**config.mk**
```make
export PLATFORM = sky130hd
export DESIGN_NAME = bnn_conv_serial
export DESIGN_NICKNAME = d
export VERILOG_FILES = /design/src/rtl/bnn_pkg.sv /design/src/rtl/popcount_tree.sv /design/src/rtl/bnn_conv_serial.sv
export SDC_FILE = /design/constraint.sdc
export NUM_CORES = 1
export LEC_CHECK = 0
export CAP_MARGIN = 20
export CORE_ASPECT_RATIO = 0.75
export CORE_MARGIN = 10
export CORE_UTILIZATION = 40
export DETAILED_ROUTE_END_ITERATION = 10
export HOLD_SLACK_MARGIN = 0.08
export PLACE_DENSITY = 0.64
export SLEW_MARGIN = 0
export SYNTH_ARGS = -nofsm -noshare
export SYNTH_HDL_FRONTEND = slang
export SYNTH_HIERARCHICAL = 1
export SYNTH_SLANG_ARGS = --single-unit
```
**constraint.sdc**
```tcl
create_clock -name clk -period 6.2 [get_ports clk]
set_input_delay 1.24 -clock clk [delete_from_list [all_inputs] [get_ports clk]]
set_output_delay 1.24 -clock clk [all_outputs]
set_load 0.005 [all_outputs]
```
**src/rtl/bnn_pkg.sv**
```systemverilog
// Shared widths, weight-word type and sizing helpers for the binary convolution stage.
// Build option BNN_CONV_THRESH_FLIP_EN adds a per-filter output polarity bit.
package bnn_pkg;

   localparam int unsigned NO_CH_DEF       = 2;
   localparam int unsigned WINDOW_SIZE_DEF = 3;
   localparam int unsigned SER_CYC_DEF     = 1;
   localparam int unsigned NO_FILT_DEF     = 4;

`ifdef BNN_CONV_THRESH_FLIP_EN
   localparam int unsigned FLIP_W = 1;
`else
   localparam int unsigned FLIP_W = 0;
`endif

   typedef logic [WINDOW_SIZE_DEF*NO_CH_DEF-1:0] weight_word_t;

   function automatic int unsigned clog2_min1(input int unsigned n);
      return (n <= 1) ? 1 : $clog2(n);
   endfunction

   function automatic int unsigned pc_w(input int unsigned n_bits);
      return $clog2(n_bits + 1);
   endfunction

   function automatic int unsigned acc_w(input int unsigned ws, input int unsigned ch,
                                         input int unsigned ser);
      return $clog2(ws * ch * ser + 1);
   endfunction

endpackage

```
**src/rtl/popcount_tree.sv**
```systemverilog
// Registered population count of an N_BITS-wide vector.
module popcount_tree import bnn_pkg::*; #(
   parameter int unsigned N_BITS = 6,
   localparam int unsigned CNT_W = pc_w(N_BITS)
) (
   input  logic              clk,
   input  logic              rst,
   input  logic [N_BITS-1:0] bits_in,
   output logic [CNT_W-1:0]  count_out
);

   logic [CNT_W-1:0] count_d;
   logic [CNT_W-1:0] count_q;

   always_comb begin
      count_d = '0;
      for (int unsigned i = 0; i < N_BITS; i++) begin
         count_d = count_d + CNT_W'(bits_in[i]);
      end
   end

   always_ff @(posedge clk) begin
      if (rst) count_q <= '0;
      else     count_q <= count_d;
   end

   assign count_out = count_q;

endmodule

```
**src/rtl/bnn_conv_serial.sv**
```systemverilog
// XNOR-popcount 1-D convolution: accumulates SER_CYC channel slices per position, then thresholds.
// Build option BNN_CONV_THRESH_FLIP_EN widens wr_thresh by one flip bit per filter.
module bnn_conv_serial import bnn_pkg::*; #(
   parameter int unsigned NO_CH       = NO_CH_DEF,
   parameter int unsigned WINDOW_SIZE = WINDOW_SIZE_DEF,
   parameter int unsigned SER_CYC     = SER_CYC_DEF,
   parameter int unsigned NO_FILT     = NO_FILT_DEF,
   localparam int unsigned WW     = WINDOW_SIZE * NO_CH,
   localparam int unsigned ACC_W  = acc_w(WINDOW_SIZE, NO_CH, SER_CYC),
   localparam int unsigned TH_W   = ACC_W + FLIP_W,
   localparam int unsigned FILT_W = clog2_min1(NO_FILT),
   localparam int unsigned SER_W  = clog2_min1(SER_CYC)
) (
   input  logic               clk,
   input  logic               rst,
   input  logic               vld_in,
   input  logic [NO_CH-1:0]   win_in [WINDOW_SIZE],
   input  logic               last_in,
   input  logic               wr_en,
   input  logic [FILT_W-1:0]  wr_filt,
   input  logic [SER_W-1:0]   wr_ser,
   input  logic [WW-1:0]      wr_weight,
   input  logic [TH_W-1:0]    wr_thresh,
   output logic               vld_out,
   output logic [NO_FILT-1:0] data_out,
   output logic               err
);

   localparam int unsigned PC_W   = pc_w(WW);
   localparam int unsigned FILT_D = 1 << FILT_W;
   localparam int unsigned SER_D  = 1 << SER_W;
   localparam logic [SER_W-1:0] SER_LAST = SER_W'(SER_CYC - 1);

   logic [SER_W-1:0]   ser_idx_d, ser_idx_q;
   logic               err_d, err_q;
   logic               s1_vld_d, s1_vld_q;
   logic               s1_last_d, s1_last_q;
   logic               vld_out_d, vld_out_q;
   logic [NO_FILT-1:0] data_out_d, data_out_q;
   logic [WW-1:0]      weight_d [FILT_D][SER_D];
   logic [WW-1:0]      weight_q [FILT_D][SER_D];
   logic [ACC_W-1:0]   thresh_d [FILT_D];
   logic [ACC_W-1:0]   thresh_q [FILT_D];
`ifdef BNN_CONV_THRESH_FLIP_EN
   logic [FILT_D-1:0]  flip_d, flip_q;
`endif
   logic [ACC_W-1:0]   acc_d [NO_FILT];
   logic [ACC_W-1:0]   acc_q [NO_FILT];
   logic [ACC_W-1:0]   sum [NO_FILT];
   logic [PC_W-1:0]    pc [NO_FILT];
   logic [NO_FILT-1:0] hit;
   logic [WW-1:0]      win_flat;

   // Tap t occupies bits [t*NO_CH +: NO_CH], matching the weight word layout.
   always_comb begin
      win_flat = '0;
      for (int unsigned t = 0; t < WINDOW_SIZE; t++) begin
         win_flat[t*NO_CH +: NO_CH] = win_in[t];
      end
   end

   for (genvar f = 0; f < NO_FILT; f++) begin : g_filt
      logic [WW-1:0] match;
      assign match = ~(win_flat ^ weight_q[f][ser_idx_q]);

      popcount_tree #(.N_BITS(WW)) u_pc (
         .clk       (clk),
         .rst       (rst),
         .bits_in   (match),
         .count_out (pc[f])
      );

      assign sum[f] = acc_q[f] + ACC_W'(pc[f]);
`ifdef BNN_CONV_THRESH_FLIP_EN
      assign hit[f] = (sum[f] >= thresh_q[f]) ^ flip_q[f];
`else
      assign hit[f] = (sum[f] >= thresh_q[f]);
`endif
   end

   // Slice sequencing and framing check on the incoming beat.
   always_comb begin
      ser_idx_d = ser_idx_q;
      err_d     = err_q;
      s1_vld_d  = vld_in;
      s1_last_d = vld_in & last_in;
      if (vld_in) begin
         if (last_in) begin
            ser_idx_d = '0;
            if (ser_idx_q != SER_LAST) err_d = 1'b1;
         end else if (ser_idx_q == SER_LAST) begin
            ser_idx_d = '0;
            err_d     = 1'b1;
         end else begin
            ser_idx_d = ser_idx_q + SER_W'(1);
         end
      end
   end

   always_comb begin
      weight_d = weight_q;
      thresh_d = thresh_q;
`ifdef BNN_CONV_THRESH_FLIP_EN
      flip_d   = flip_q;
`endif
      if (wr_en) begin
         weight_d[wr_filt][wr_ser] = wr_weight;
         thresh_d[wr_filt]         = wr_thresh[ACC_W-1:0];
`ifdef BNN_CONV_THRESH_FLIP_EN
         flip_d[wr_filt]           = wr_thresh[ACC_W];
`endif
      end
   end

   // Accumulate and, on the closing beat, compare using the sum that includes it.
   always_comb begin
      acc_d      = acc_q;
      vld_out_d  = 1'b0;
      data_out_d = data_out_q;
      if (s1_vld_q) begin
         for (int unsigned f = 0; f < NO_FILT; f++) begin
            acc_d[f] = s1_last_q ? '0 : sum[f];
         end
         if (s1_last_q) begin
            vld_out_d  = 1'b1;
            data_out_d = hit;
         end
      end
   end

   always_ff @(posedge clk) begin
      if (rst) begin
         ser_idx_q  <= '0;
         err_q      <= 1'b0;
         s1_vld_q   <= 1'b0;
         s1_last_q  <= 1'b0;
         vld_out_q  <= 1'b0;
         data_out_q <= '0;
         for (int unsigned f = 0; f < NO_FILT; f++) acc_q[f] <= '0;
      end else begin
         ser_idx_q  <= ser_idx_d;
         err_q      <= err_d;
         s1_vld_q   <= s1_vld_d;
         s1_last_q  <= s1_last_d;
         vld_out_q  <= vld_out_d;
         data_out_q <= data_out_d;
         acc_q      <= acc_d;
      end
   end

   always_ff @(posedge clk) begin
      if (rst) begin
         for (int unsigned f = 0; f < FILT_D; f++) begin
            thresh_q[f] <= '0;
            for (int unsigned s = 0; s < SER_D; s++) weight_q[f][s] <= '0;
         end
`ifdef BNN_CONV_THRESH_FLIP_EN
         flip_q <= '0;
`endif
      end else begin
         weight_q <= weight_d;
         thresh_q <= thresh_d;
`ifdef BNN_CONV_THRESH_FLIP_EN
         flip_q   <= flip_d;
`endif
      end
   end

   assign vld_out  = vld_out_q;
   assign data_out = data_out_q;
   assign err      = err_q;

endmodule

```
# After elaboration in Yosys (flattened, before gate mapping)
# Index checks and enable logic that the tools add are counted.
[classes] add_sub_neg=25 order_cmp=9 n_eq_ne=2 muxes=30 bitwise_logic=13 reduce_logical=5
[ops] operator="two-way mux 6 bit" count=13
[ops] operator="adder 3 x 1 -> 3 bit" count=16
[ops] operator="bitwise mux 48 bit" count=1
[ops] operator="demux 12 bit (select 2 bit)" count=1
[ops] operator="inverter 6 bit" count=4
[ops] operator="bitwise XOR 6 bit" count=4
[ops] operator="two-way mux 3 bit" count=5
[ops] operator="adder 3 bit" count=4
[ops] operator="bitwise mux 12 bit" count=1
[ops] operator=">= comparator 3 bit" count=4
[ops] operator="two-way mux 12 bit" count=1
[ops] operator="adder 1 x 1 -> 2 bit" count=4
[ops] operator="demux 3 bit (select 2 bit)" count=1
[ops] operator="demux 6 bit (select 1 bit)" count=1
[ops] operator="two-way mux 1 bit" count=6
[ops] operator=">= comparator 2 bit (second input constant)" count=2
[ops] operator="inverter 1 -> 2 bit" count=2
[ops] operator=">= comparator 3 bit (second input constant)" count=1
[ops] operator="< comparator 3 x 1 -> 1 bit (second input constant)" count=1
[ops] operator="inverter 2 -> 3 bit" count=1
[ops] operator="AND reduction 3 bit" count=1
[ops] operator="logical AND 1 bit" count=2
[ops] operator="< comparator 2 x 1 -> 1 bit (second input constant)" count=1
[ops] operator="!= test 2 x 1 -> 1 bit (second input constant)" count=1
[ops] operator="other kinds (6)" count=6
[totals] ff_bits=93 in_bits=23 out_inout_bits=6 wordCells=110

# Depth between registers and ports, before layout
# Gate-level depths: netlist of the first run.
[depth] depth_word=11 mapped_depth=9 mapped_depth_nobuf=9

# Hierarchy
# The synthesis of the first run kept the hierarchy.
[by_module_without_submodules] mod="bnn_conv_serial" instances=1 cells_per_inst=301 area_each_um2=2832.7 seq_area_each_um2=1121.1
[by_module_without_submodules] mod="popcount_tree" instances=4 cells_per_inst=18 area_each_um2=181.4 seq_area_each_um2=60.1

# Worst setup path before layout of the first run
# No wires, ideal clock.
[synth_path] kind="input to register" start="input port win_in[4] in the netlist's numbering" end="register g_filt[0].u_pc.count_q[1]" setup_ps=114 arrival_ps=3352 t_required_ps=6086 slack_ps=2734 path_stages=9 path_buffers=1 cell_sequence="clkbuf_1 xnor2_1 inv_1 fa_1 fa_1 inv_1 ha_1 fa_1 nor2b_1"
[synth_between] elab_chain_len=7
[synth_rtl] element="start, declared" line="bnn_conv_serial.sv:17" rtl="input logic [NO_CH-1:0] win_in [WINDOW_SIZE],"
[synth_rtl] element="bitwise XOR 6 bit" line="bnn_conv_serial.sv:64" rtl="assign match = ~(win_flat ^ weight_q[f][ser_idx_q]);"
[synth_rtl] element="inverter 6 bit" line="bnn_conv_serial.sv:64"
[synth_rtl] element="named net g_filt[0].match[0]" line="bnn_conv_serial.sv:63" rtl="logic [WW-1:0] match;"
[synth_rtl] element="adder 1 x 1 -> 2 bit" line="popcount_tree.sv:18" rtl="count_d = count_d + CNT_W'(bits_in[i]);"
[synth_rtl] element="adder 3 x 1 -> 3 bit (4 in series)" line="popcount_tree.sv:18"
[synth_rtl] element="named net g_filt[0].u_pc.count_d[1]" line="popcount_tree.sv:12" rtl="logic [CNT_W-1:0] count_d;"
[synth_rtl] element="end signal, assigned" line="popcount_tree.sv:24" rtl="else count_q <= count_d;"
[synth_rtl] element="end, declared" line="popcount_tree.sv:13" rtl="logic [CNT_W-1:0] count_q;"
# The timed path passes the listed nets, and every way through them passes these cells.
# A chain may end at the register's enable or synchronous reset.

# Worst setup path after layout of the first run
# Ends and elaborated chain as after synthesis.

==> summary.md, run 1 <==
| Metric | Value |
|---|---|
| Cells after synthesis | `373` |
| Combinational share of power | `19.9%` |
| Psw | `330 uW` |
| Initial antenna violation count | `0` |
| Postcts setup bufs | `0` |
| Largest family of logic cells by synthesized area | `adder cells` |
| Setup violators final | `0` |
| Relative slew slack | `29.0%` |
| Synth Area in Simple Gates | `12.7%` |
| Sink Count | `68` |
| Die Area | `13100 um2` |
| PwrDens | `297 nW/um2` |
| Initial Utilization | `41.6%` |
| Placer Congestion | `0.802` |
| Drt drc | `0` |
| Via-per-instance ratio | `4.79` |
| Die Y | `102 um` |
| Worst path max stage delay | `0.64 ns` |
| Delay-heaviest family, CP | `adder cells` |
| Post-CTS Hold Buffers | `0` |
| Total gr overflow | `0` |
| Share of post-route cells with drive strength above 1 | `5.51%` |
| Largest net degree at the start of global routing | `76` |
| FILL cells | `818` |
| Data arrival time of the critical path | `3.89 ns` |
| Synth area leaders | `dfxtp_1 38%, mux2i_1 10%, fa_1 9.0%` |
| Outcome | `completed` |
| Yosys warns | `6` |
| Placed cell areas | `3910 um2` |
| CTS tree | `done` |
| Synth Area in Adders | `16.0%` |
| Syn Nets | `432` |
| Clk buf depth | `2` |
| CP max stage cell | `clkdlybuf4s50_1` |
| Switch share | `26.4%` |
| Tcrit/Tclk final | `59.9%` |
| GR Util All Layers | `12.0%` |
| Post-Synth XOR/XNOR Area | `7.88%` |
| Fmax | `269 MHz` |
| Power, Total | `1.25 mW` |
| Compound-cell area share of the yosys netlist | `5.94%` |
| Clock skew after layout | `0.00460 ns` |
| Slew Limit Fails | `0` |
| Worst IR Drop VDD | `0.142 mV` |
| Clock power frac | `41.0%` |
| IO Pins | `29` |
| Layout area overhead | `18.3%` |
| Area leader, netlist | `dfxtp_1` |
| Share of the synthesized area in the top cell type | `38.3%` |
| RSZ-0062 raised after global routing | `false` |
| Setup TNS | `0 ns` |
| CTS HTree Levels | `3` |
| Leakage power | `1.77 nW` |
| CTS Root Cell | `clkbuf_16` |
| Avg Cell Area, Syn | `9.54 um2` |
| Register area share after synthesis | `38.3%` |
| Buf/Inv on CP | `3` |
| Hpwl dp | `5480 um` |
| Yosys reg bits | `68` |
| First-pass GRT wire length | `12400 um` |
| Final instance area | `4210 um2` |
| Power share of the sequential group | `39.2%` |
| TritonCTS buffer count | `9` |
| Startpoint types | `input port` |
| Latest clock arrival within the worst-skew pair | `0.32 ns` |
| Power Internal | `919 uW` |
| Port-buffer cells | `28` |
| Site Rows | `29` |
| Worst Hold Class | `reg -> reg` |
| Final net count | `453` |
| CTS resizes | `0` |
| Netlist cell types | `31` |
| Clk slew on worst S/H paths | `0.05 ns` |
| Final antenna-violating net count | `0` |
| Max_cap viols | `0` |
| Worst path cell trace | `clkdlybuf4s50_1 -> xnor2_1 -> inv_1 -> fa_1 -> fa_1 -> inv_1 -> ha_1 -> fa_1 -> nor2b_1` |
| Crit path max fanout | `4` |
| Mux contribution to synthesized area | `10.1%` |
| Placeable core area | `8560 um2` |
| ANT cells | `0` |
| Post-Route WL | `7190 um` |
| First-iteration detailed-routing DRC count | `172` |
| Routed len/inst | `14.2 um` |
| Kind of critical path | `in -> reg` |
| Vias in the first global route | `2562` |
| Syn Std Cell Area | `3560 um2` |
| Final hold vios | `0` |
| Via count | `2426` |
| Worst setup EP type | `flop` |
| Worst slew pin tran | `1.05 ns` |
| Critical path's most frequent cell | `fa_1` |
| Final min period | `3.72 ns` |
| Drt pass-1 iters | `4` |
| CP required | `6.38 ns` |
| Die X | `129 um` |
## flip-flops by register name, indices dropped and copies added (netlist names)
signal and flops:
weight_q 24, data_out 4, vld_out 1, thresh_q 12, g_filt.u_pc/count_out 12, err 1
s1_last_q 1, s1_vld_q 1, acc_q 12
## cell usage after synthesis
cell / instances
dfxtp_1: 68
inv_1: 62
nor2_1: 53
mux2i_1: 36
xnor2_1: 28
ha_1: 20
fa_1: 16
clkbuf_1: 14
nor2b_1: 14
a21oi_1: 12
nor3b_1: 9
a22oi_1: 8
o41ai_1: 4
xor2_1: 4
buf_2: 3
o21ai_0: 3
o31a_1: 3
nand3b_1: 2
nor4bb_1: 2
a211oi_1: 1
and2_1: 1
buf_1: 1
buf_4: 1
buf_6: 1
nand2_1: 1
nand2b_1: 1
nand3_1: 1
nand4b_1: 1
nor4b_4: 1
o211ai_1: 1
or3b_2: 1
## final timing paths
check	startpoint	cells past startpoint	to	slack, ns
hold reg to reg	err	2	err	0.49
hold / removal	err	2	err	0.49
setup / recovery	win_in[4]	9	g_filt[0].u_pc/count_out[1]	2.48
setup reg to reg	weight_q[43]	8	g_filt[0].u_pc/count_out[1]	3.71
## kinds of logic (layout without fill, tap and decap cells)
kind of cell / count (synthesis) / after routing
adder cells (fa/ha/maj): 36 / 36
XOR/XNOR: 32 / 32
AO/OA/AOI/OAI: 32 / 32
AND/OR/NAND/NOR: 87 / 87
multiplexers: 36 / 36
flip-flops: 68 / 68
buffers and inverters: 82 / 108
## final cells by class
cell class              count  area [um2]  share of cell area (%)
clock buffers              12         256                    6.09
clock inverters             4        47.5                    1.13
inverters                  62         233                    5.53
multi-input cells         223        1890                    44.8
flip-flops and latches     68        1360                    32.3
well taps                 108         135                    3.21
repair buffers             30         290                    6.89
## power by group through the flow
stage | clock network [mW] | registers, mW | logic (mW)
detailed placement | 0 | 0.499 | 0.252
floorplan | 0 | 0.492 | 0.180
global placement | 0 | 0.497 | 0.241
CTS | 0.524 | 0.490 | 0.254
finish | 0.512 | 0.489 | 0.248
global route | 0.546 | 0.493 | 0.294
## stage by stage
stage | util [%] | hold WS, ns | setup slack [ns] | std cells
after floorplan | - | 0.460 | 2.73 | 373
after global placement | 45.6 | 0.450 | 2.19 | 491
after detailed placement | 45.6 | 0.494 | 2.14 | 491
after CTS | 49.2 | 0.507 | 2.48 | 507
after global routing | 49.2 | 0.529 | 2.39 | 507
final | 49.2 | 0.491 | 2.48 | 507
## placed cells by master, fill, tap and decap left out, types with 4 or more instances in the layout
| cell | instances |
|---|---|
| fa_1 | 16 |
| clkdlybuf4s50_1 | 27 |
| ha_1 | 20 |
| a21oi_1 | 12 |
| xor2_1 | 4 |
| clkbuf_16 | 9 |
| dfxtp_1 | 68 |
| nor2b_1 | 14 |
| o41ai_1 | 4 |
| nor3b_1 | 9 |
| a22oi_1 | 8 |
| inv_1 | 62 |
| nor2_1 | 53 |
| mux2i_1 | 36 |
| xnor2_1 | 28 |
## routing by layer
| metal | share of wire, % | GRT usage (%) | up-vias |
|---|---|---|---|
| met5 | 0 | 0 | - |
| met4 | 0.43 | 3.40 | 0 |
| met3 | 4.7 | 3.97 | 4 |
| met2 | 43 | 17.4 | 42 |
| met1 | 52 | 16.5 | 1162 |
| li1 | - | - | 1218 |
## tightest hold or removal path: cells and delay by family (launching register included)
family | cells | cell delay, ns
AO/OA/AOI/OAI | 1 | 0.04
flip-flops | 1 | 0.33
AND/OR/NAND/NOR | 1 | 0.08
Power figures use the tool's default switching activity.
==> inputs of run 2 (changes only) <==
Clock period 6.2 ns to 3.6 ns, I/O delays scaled along.
==> summary.md, run 2 (synthesis gave the netlist of run 1 again) <==
| Metric | Value |
|---|---|
| Outcome | `completed (unchanged)` |
| Most common cell after layout, fill and taps aside | `dfxtp_1 (unchanged)` |
| Fin cells | `508 (was 507)` |
| Setup TNS | `0 ns (unchanged)` |
| Startpoint types | `input port (unchanged)` |
| Final min period | `3.20 ns` |
| Via count | `2404 (was 2426)` |
| Critical path's most frequent cell | `fa_1 (unchanged)` |
| RR Startpoint | `weight_q[43] (unchanged)` |
| First-pass GRT wire length | `11900 um (was 12400 um)` |
| Port-buffer cells | `28 (unchanged)` |
| Worst IR Drop VDD | `0.218 mV (was 0.142 mV)` |
| Setup violators final | `0 (unchanged)` |
| Routed len/inst | `14.0 um (was 14.2 um)` |
| CP required | `3.77 ns (was 6.38 ns)` |
| CTS HTree Levels | `3 (unchanged)` |
| Initial Utilization | `41.6% (unchanged)` |
| FILL cells | `798 (was 818)` |
| Hpwl dp | `5400 um (was 5480 um)` |
| Most flops, register | `weight_q (unchanged)` |
| Max reg flops | `24 (unchanged)` |
| Final instance area | `4190 um2 (was 4210 um2)` |
| CP max stage cell | `clkdlybuf4s50_1 (unchanged)` |
| Kind of critical path | `in -> reg (unchanged)` |
| Worst Hold Class | `reg -> reg (unchanged)` |
| Vias in the first global route | `2426 (was 2562)` |
| Power, Total | `2.08 mW (was 1.25 mW)` |
| Setup Slack @ Placement | `0.0600 ns (was 2.14 ns)` |
| Placer Congestion | `0.826 (was 0.802)` |
| Layout area overhead | `17.8% (was 18.3%)` |
| Post-CTS Hold Buffers | `0 (unchanged)` |
| Die Area | `13100 um2 (unchanged)` |
| Clock skew after layout | `0.00469 ns (was 0.00460 ns)` |
| Relative slew slack | `29.3% (was 29.0%)` |
| ANT cells | `0 (unchanged)` |
| Site Rows | `29 (unchanged)` |
| Dpl cells | `492 (was 491)` |
| GR Util All Layers | `11.4% (was 12.0%)` |
| Slew Limit Fails | `0 (unchanged)` |
| Final net count | `454 (was 453)` |
| R2R Setup Slk | `1.12 ns (was 3.71 ns)` |
| CTS resizes | `0 (unchanged)` |
| Worst path cell trace | `clkdlybuf4s50_1 -> xnor2_1 -> inv_1 -> fa_1 -> fa_1 -> inv_1 -> ha_1 -> fa_1 -> nor2b_1 (unchanged)` |
| Fmax | `312 MHz` |
| Most frequent cells in the layout | `68 x dfxtp_1, 62 x inv_1, 53 x nor2_1, 36 x mux2i_1, 28 x xnor2_1 (unchanged)` |
| IO Pins | `29 (unchanged)` |
| Leakage power | `1.75 nW (was 1.77 nW)` |
| Final antenna-violating net count | `0 (unchanged)` |
| CP Launch Point | `win_in[4] (unchanged)` |
| Final hold vios | `0 (unchanged)` |
| CTS tree | `done (unchanged)` |
| Crit path max fanout | `4 (unchanged)` |
| Share of post-route cells with drive strength above 1 | `6.00% (was 5.51%)` |
| Sink Count | `68 (unchanged)` |
| Worst slew pin tran | `1.06 ns (was 1.05 ns)` |
| PwrDens | `495 nW/um2 (was 297 nW/um2)` |
| Largest net degree at the start of global routing | `59 (was 76)` |
| Via-per-instance ratio | `4.73 (was 4.79)` |
| Placed cell areas | `3910 um2 (about the same)` |
| Drt pass-1 iters | `4 (unchanged)` |
| Final core area utilization | `49.0% (was 49.2%)` |
| Drt drc | `0 (unchanged)` |
| Tcrit/Tclk final | `88.9%` |
| Critical Path Stages | `9 (unchanged)` |
| Crit Reg-Reg Endpoint | `g_filt[0].u_pc/count_out[1] (unchanged)` |
| Data arrival time of the critical path | `3.37 ns (was 3.89 ns)` |
| Total gr overflow | `0 (unchanged)` |
| Post-Route WL | `7110 um (was 7190 um)` |
| TritonCTS buffer count | `9 (unchanged)` |
| Worst setup EP type | `flop (unchanged)` |
| Postcts setup bufs | `0 (unchanged)` |
| Placeable core area | `8560 um2 (unchanged)` |
| Die Y | `102 um (unchanged)` |
| Delay-heaviest family, CP | `adder cells (unchanged)` |
| Final worst slack | `0.398 ns (was 2.48 ns)` |
| Die X | `129 um (unchanged)` |
| Hold_ws | `0.508 ns (was 0.491 ns)` |
| RSZ-0062 raised after global routing | `false (unchanged)` |
| R2R cell count | `8 (unchanged)` |
| Initial antenna violation count | `0 (unchanged)` |
| Buf/Inv on CP | `3 (unchanged)` |
| Worst path max stage delay | `0.64 ns (about the same)` |
| CTS Root Cell | `clkbuf_16 (unchanged)` |
| Max_cap viols | `0 (unchanged)` |
| Clk buf depth | `2 (unchanged)` |
| Clk slew on worst S/H paths | `0.06 ns (was 0.05 ns)` |
| First-iteration detailed-routing DRC count | `111 (was 172)` |
| Worst Setup EP | `g_filt[1].u_pc/count_out[1] (was g_filt[0].u_pc/count_out[1])` |
| Latest clock arrival within the worst-skew pair | `0.33 ns (was 0.32 ns)` |
-- run 2: changes by cell type in the layout (fill, tap and decap cells not counted) --
| cell | before | now |
|---|---|---|
| clkbuf_8 | 2 | 1 |
| clkbuf_1 | 1 | 0 |
| buf_4 | 2 | 3 |
| bufinv_16 | 1 | 0 |
| clkinvlp_4 | 1 | 4 |
-- run 2: report_power, final --
| group | leakage, nW | internal (mW) | switching, mW |
|---|---|---|---|
| sequential | 0.554 | 0.811 | 0.0307 |
| clock | 0.127 | 0.482 | 0.329 |
| combinational | 1.07 | 0.197 | 0.227 |
-- run 2: how the worst min path moves through the flow --
stage                       startpoint            to  slack [ns]  depth (start not counted)
final                     thresh_q[10]  thresh_q[10]        0.51                          2
after global routing      thresh_q[10]  thresh_q[10]        0.54                          2
after CTS                 thresh_q[10]  thresh_q[10]        0.51                          2
after detailed placement  thresh_q[10]  thresh_q[10]        0.49                          2
after global placement             err           err        0.45                          2
after floorplan           thresh_q[10]  thresh_q[10]        0.46                          2
-- run 2: area by class of cell --
type | count | area [um2] | share of cell area [%]
multi-input combinational | 223 | 1890 | 45.0
sequential | 68 | 1360 | 32.5
timing repair buffer | 31 | 298 | 7.10
clock buffer | 10 | 239 | 5.70
inverter | 62 | 233 | 5.55
tap | 108 | 135 | 3.22
clock inverter | 6 | 40.0 | 0.955
-- run 2: layer usage --
metal	routed length, um	track usage (%)	vias up
met5	0	0	-
met4	50	3.66	0
met3	307	3.24	6
met2	2980	16.5	39
met1	3770	15.9	1133
li1	-	-	1226
-- run 2: tightest hold or removal path: cells and delay by family, from the launching register on --
family,cells,cell delay [ns]
and+or+nand+nor,1,0.07
muxes,1,0.07
DFF,1,0.33
